`src/rtl/umi_arb_pkg.sv`:
```
// umi_arb_pkg: shared helpers for the UMI request arbiter
// and its sibling TX-side schedulers.
`define UMI_FLD(bus, i, w) \
    bus[umi_arb_pkg::fld_off(int'(i), (w)) +: (w)]
`define UMI_BEAT_T(cw, aw, dw) \
    struct packed { \
        logic [(cw)-1:0] cmd; \
        logic [(aw)-1:0] dstaddr; \
        logic [(aw)-1:0] srcaddr; \
        logic [(dw)-1:0] data; \
    }

package umi_arb_pkg;

    function automatic int clog2_min1(input int n);
        return (n <= 2) ? 1 : $clog2(n);
    endfunction

    function automatic int fld_off(input int idx, input int w);
        return idx * w;
    endfunction

endpackage

```
`src/rtl/umi_rr_pick.sv`:
```
// umi_rr_pick: rotating priority encoder with optional
// owner hold, purely combinational.
module umi_rr_pick
    import umi_arb_pkg::*;
#(
    parameter int N  = 2,
    parameter int SW = 1
) (
    input  logic [N-1:0]  req,
    input  logic [SW-1:0] ptr,
    input  logic          hold,
    output logic [SW-1:0] sel,
    output logic          any
);

    function automatic logic [SW-1:0] wrap(input int v);
        return (v >= N) ? SW'(v - N) : SW'(v);
    endfunction

    logic found;

    always_comb begin
        sel   = ptr;
        any   = |req;
        found = hold && req[ptr];
        // scan ptr+1 .. ptr+N, so ptr itself is checked last
        for (int k = 1; k <= N; k++) begin
            if (!found && req[wrap(int'(ptr) + k)]) begin
                sel   = wrap(int'(ptr) + k);
                found = 1'b1;
            end
        end
    end

endmodule

```
`src/rtl/umi_rr_arbiter.sv`:
```
// umi_rr_arbiter: N-to-1 UMI request arbiter, round-robin
// with a burst allowance and a fully registered output.
module umi_rr_arbiter
    import umi_arb_pkg::*;
#(
    parameter int N         = 2,
    parameter int DW        = 256,
    parameter int AW        = 64,
    parameter int CW        = 32,
    parameter int MAX_BURST = 4,
    localparam int SW       = clog2_min1(N)
) (
    input  logic            clk,
    input  logic            nreset,
    input  logic [N-1:0]    in_valid,
    output logic [N-1:0]    in_ready,
    input  logic [N*CW-1:0] in_cmd,
    input  logic [N*AW-1:0] in_dstaddr,
    input  logic [N*AW-1:0] in_srcaddr,
    input  logic [N*DW-1:0] in_data,
    output logic            out_valid,
    input  logic            out_ready,
    output logic [CW-1:0]   out_cmd,
    output logic [AW-1:0]   out_dstaddr,
    output logic [AW-1:0]   out_srcaddr,
    output logic [DW-1:0]   out_data,
    output logic [SW-1:0]   out_src
);

    localparam int BW = $clog2(MAX_BURST + 1);
    localparam logic [BW-1:0] BMAX    = BW'(MAX_BURST);
    localparam logic [SW-1:0] OWN_RST = SW'(N - 1);

    typedef `UMI_BEAT_T(CW, AW, DW) beat_t;

    logic [SW-1:0] owner;
    logic [SW-1:0] sel;
    logic [BW-1:0] burst_cnt;
    logic [BW-1:0] burst_nxt;
    logic          load_en;
    logic          any;
    logic          hold;
    logic          xfer;
    beat_t         beat_d;
    beat_t         beat_q;

    assign load_en = !out_valid || out_ready;

    // burst_cnt==0 only after reset: nobody owns the
    // stream yet, so the scan from owner+1 starts at port 0
    assign hold = (burst_cnt != '0) && (burst_cnt < BMAX);

    umi_rr_pick #(
        .N  (N),
        .SW (SW)
    ) u_pick (
        .req  (in_valid),
        .ptr  (owner),
        .hold (hold),
        .sel  (sel),
        .any  (any)
    );

    assign xfer = load_en && any;

    always_comb begin
        in_ready = '0;
        if (xfer) begin
            in_ready[sel] = 1'b1;
        end
    end

    always_comb begin
        beat_d         = '0;
        beat_d.cmd     = `UMI_FLD(in_cmd, sel, CW);
        beat_d.dstaddr = `UMI_FLD(in_dstaddr, sel, AW);
        beat_d.srcaddr = `UMI_FLD(in_srcaddr, sel, AW);
        beat_d.data    = `UMI_FLD(in_data, sel, DW);
    end

    always_comb begin
        burst_nxt = BW'(1);
        if (sel == owner) begin
            burst_nxt = (burst_cnt >= BMAX) ? BMAX
                                            : burst_cnt + 1'b1;
        end
    end

    always_ff @(posedge clk or negedge nreset) begin
        if (!nreset) begin
            out_valid <= 1'b0;
            beat_q    <= '0;
            out_src   <= '0;
            owner     <= OWN_RST;
            burst_cnt <= '0;
        end else if (load_en) begin
            out_valid <= any;
            if (any) begin
                beat_q    <= beat_d;
                out_src   <= sel;
                owner     <= sel;
                burst_cnt <= burst_nxt;
            end
        end
    end

    assign out_cmd     = beat_q.cmd;
    assign out_dstaddr = beat_q.dstaddr;
    assign out_srcaddr = beat_q.srcaddr;
    assign out_data    = beat_q.data;

endmodule

```
`config.mk`:
```
export PLATFORM = sky130hd
export DESIGN_NAME = umi_rr_arbiter
export DESIGN_NICKNAME = d
export VERILOG_FILES = /design/src/rtl/umi_arb_pkg.sv /design/src/rtl/umi_rr_pick.sv /design/src/rtl/umi_rr_arbiter.sv
export SDC_FILE = /design/constraint.sdc
export NUM_CORES = 1
export LEC_CHECK = 0
export ABC_AREA = 1
export BUFFER_PORTS_ARGS = -buffer_cell sky130_fd_sc_hd__clkbuf_2
export CORE_AREA = 2 2 497 499
export CTS_CLUSTER_DIAMETER = 40
export DETAILED_ROUTE_END_ITERATION = 10
export DIE_AREA = 0 0 499 501
export PLACE_DENSITY = 0.3
export RECOVER_POWER = 100
export SYNTH_ARGS = -nofsm -noshare
export SYNTH_HDL_FRONTEND = slang
export SYNTH_SLANG_ARGS = --single-unit
export TNS_END_PERCENT = 20
```
`constraint.sdc`:
```
create_clock -name clk -period 2.1 [get_ports clk]
set_clock_uncertainty 0.2 [all_clocks]
set_input_delay 0.21 -clock clk [delete_from_list [all_inputs] [get_ports clk]]
set_output_delay 0.21 -clock clk [all_outputs]
set_load 0.02 [all_outputs]
```
==> out/metrics.yaml <==
cts.reportedPaths.clkPinSlew_ps: 40
synth_warnings: 0
hold_class: "in2reg"
layout.cells.non_filler: 8294
start_util_pct: 8.349
die_y_um: 501
core_sq_um: 244800
dieArea_sq_um: 250000
failed_checks: "negative setup slack"
grt_usage_pct: 14.61
fin_crit_ps: 2417
grt_start_max_net_pins: 64
rsz0062_at_grt: "yes"
syn-mean-instance-area_sq_um: 8.491
drc: 0
timing.fmax_mhz: 413.8
cp_cell_sequence: "inv_2 -> ha_4 -> nor2_4 -> nand2_2 -> nand2_4 -> nand2_8 -> inv_8 -> nand2_4 -> inv_2 -> buf_8"
required_ps: 1690
drv_cap: 0
period_share_pct: 115.1
grt_pass1_vias: 32500
syn_area_sq_um: 20440
cts_sinks: 422
hold_viol: 0
total_power_mw: 59.87
h-tree-depth: 4
yosysSeqAreaShare_pct: 51.67
rows: 182
startpoint_type: "register"
grt_pass1_wl_um: 256700
hpwl_um: 146900
hold_path_end: "out_data[148]$_DFFE_PN0P_"
worst_slack_ps: -316.7
overflow: 0
min_from: "in_valid[1]"
num_io_pins: 1257
power_density_nw_per_um2: 1216
dp.cells: 6824
antenna_found_initial: 29
path_class: "reg2out"
viasPerCell: 3.669
crit-reg2reg-launch: "burst_cnt[0]$_DFFE_PN0P_"
syn-instance-count: 2407
clk_latency_ps: 750
numCtsBuffers: 131
cp.arrival_ps: 2010
vias: 30430
nets: 5800
final_antenna_net_count: 0
finalSetupViolCount: 691
tightest_slew_ps: 1315
avgRoutedWirePerCell_um: 22.95
leakagePower_nw: 22.31
dr.first_iter.drc_count: 2035
status: "complete, but fails checks"
cp_slowest_cell: "dfrtp_1"
synth_cell_types: 19
critical-path-top-delay-family: "simple AND/OR/NAND/NOR gates"
place_congestion: 0.8771
ys_ff_latch: 422
finalWirelength_um: 190400
clockRootBuffer: "clkbuf_16"
die_width_um: 499
crit_buf_inv: 4
ir_drop_mv: 0.6692
cp_max_fo: 3
slew_headroom_pct: 12.31
reg2reg_to: "out_cmd[5]$_DFFE_PN0P_"
first_pass_iters: 7
reg2reg_slack_ps: -280
critPathCaptureType: "output pin"
cts_tree: "yes"
ctsLongestPathBuffers: 3
syn_nets: 3246
io_buffers: 1256
drv_slew: 0
drive_gt1_share_pct: 29.58
hold_depth: 6
r2r_cells: 14
cp.depth: 10
syn_to_final_growth_pct: 140.9
final.hold.worst_slack_ps: 34.41
max_stage_delay_ps: 350
per-layer routing:
metal / global-route usage, % / part of all wire, %
met5: 0 / 0.042
met4: 5.702 / 3.8
met1: 15.67 / 37
met2: 22.64 / 44
met3: 9.659 / 15
cells in the mapped netlist:
cell type	number	share of area [%]
buf_2	189	4.6
nor2_1	4	0.073
dfstp_2	1	0.13
o21ai_0	3	0.073
dfrtp_1	421	52
a21oi_1	1	0.024
o211ai_1	1	0.037
inv_1	8	0.15
ha_1	2	0.12
nand4_1	416	13
buf_6	3	0.17
nor2_2	1	0.031
buf_1	7	0.13
clkbuf_1	65	1.2
nand2_1	436	8.0
buf_4	13	0.48
nand3_1	834	20
o21ai_2	1	0.043
clkinv_1	1	0.018
kinds of logic (layout without fill, tap and decap cells):
logic type | count (synthesis) | after routing | synth area share, %
other cells | 0 | 17 | 0
flops | 422 | 422 | 51.67
buf+inv | 286 | 2936 | 6.758
fa+ha+maj | 2 | 2 | 0.1224
compound gates | 6 | 6 | 0.1775
simple gates | 1691 | 1691 | 41.27
worst max-delay path by stage:
| stage | from | to |
|---|---|---|
| 2_1_floorplan | burst_cnt[0]$_DFFE_PN0P_ | in_ready[0] |
| 3_3_place_gp | burst_cnt[0]$_DFFE_PN0P_ | out_srcaddr[54]$_DFFE_PN0P_ |
| 3_5_place_dp | burst_cnt[0]$_DFFE_PN0P_ | out_srcaddr[56]$_DFFE_PN0P_ |
| 4_1_cts | burst_cnt[1]$_DFFE_PN0P_ | in_ready[1] |
| 5_1_grt | burst_cnt[1]$_DFFE_PN0P_ | in_ready[1] |
| 6_report | burst_cnt[0]$_DFFE_PN0P_ | in_ready[1] |
sequential cells by signal, summed over array words and instances (netlist names):
name and cells:
out_valid 1, out_src 1, burst_cnt 3, out_cmd 32, out_srcaddr 64, out_data 256
out_dstaddr 64, owner 1
cell type report:
cell class                 instances  area [sq um]
fill                           27370        195600
timing repair buffer            2698         21640
sequential                       422         10560
multi-input combinational       1699          8596
tap                             3220          4029
clock buffer                     194          3857
clock inverter                    35         455.4
antenna                           17         42.54
inverter                           9         41.29
stage by stage:
step                      setup slack, ps  utilization (%)  setup TNS (ps)  instance area, sq um
final                              -316.7            20.11         -104170                 49230
after detailed placement           -85.74            13.05           -4357                 31960
after CTS                          -440.2            20.10          -60610                 49220
after floorplan                     204.0                -               0                 20440
after global routing               -465.2            20.10         -199180                 49200
after global placement             -95.05            13.05           -6785                 31960
report_power, final:
group / internal [mW] / switching [mW] / total [mW]
combinational: 9.38 / 17.1 / 26.5
clock: 13.1 / 6.63 / 19.7
sequential: 11.2 / 2.38 / 13.6
timing repair:
action,4_1_cts,5_1_grt
buffers inserted,23,4
gates resized for setup,120,26
endpoints found under the setup margin,228,418
endpoints found under the hold margin,844,0
pin swaps,171,156
hold buffers,1168,0
cloned,21,9
worst min-delay path: stages:
cell	delay, ps
clkbuf_2	130
buf_4	140
o21ai_4	110
buf_12	180
nand2_1	70
nand3_1	70
cell usage in the layout, fill, tap and decap left out, drive strengths merged:
cell type,n
dfstp,1
dfrtp,421
o211ai,1
bufbuf,1
bufinv,4
clkinvlp,2
nor2,5
nand2,436
dlymetal6s4s,1
ha,2
nand3,834
clkinv,25
inv,13
o21ai,4
a21oi,1
dlygate4sd3,1166
clkbuf,1453
nand4,416
buf,271
diode,17
Note: power is estimated with default switching activity, not from simulation.
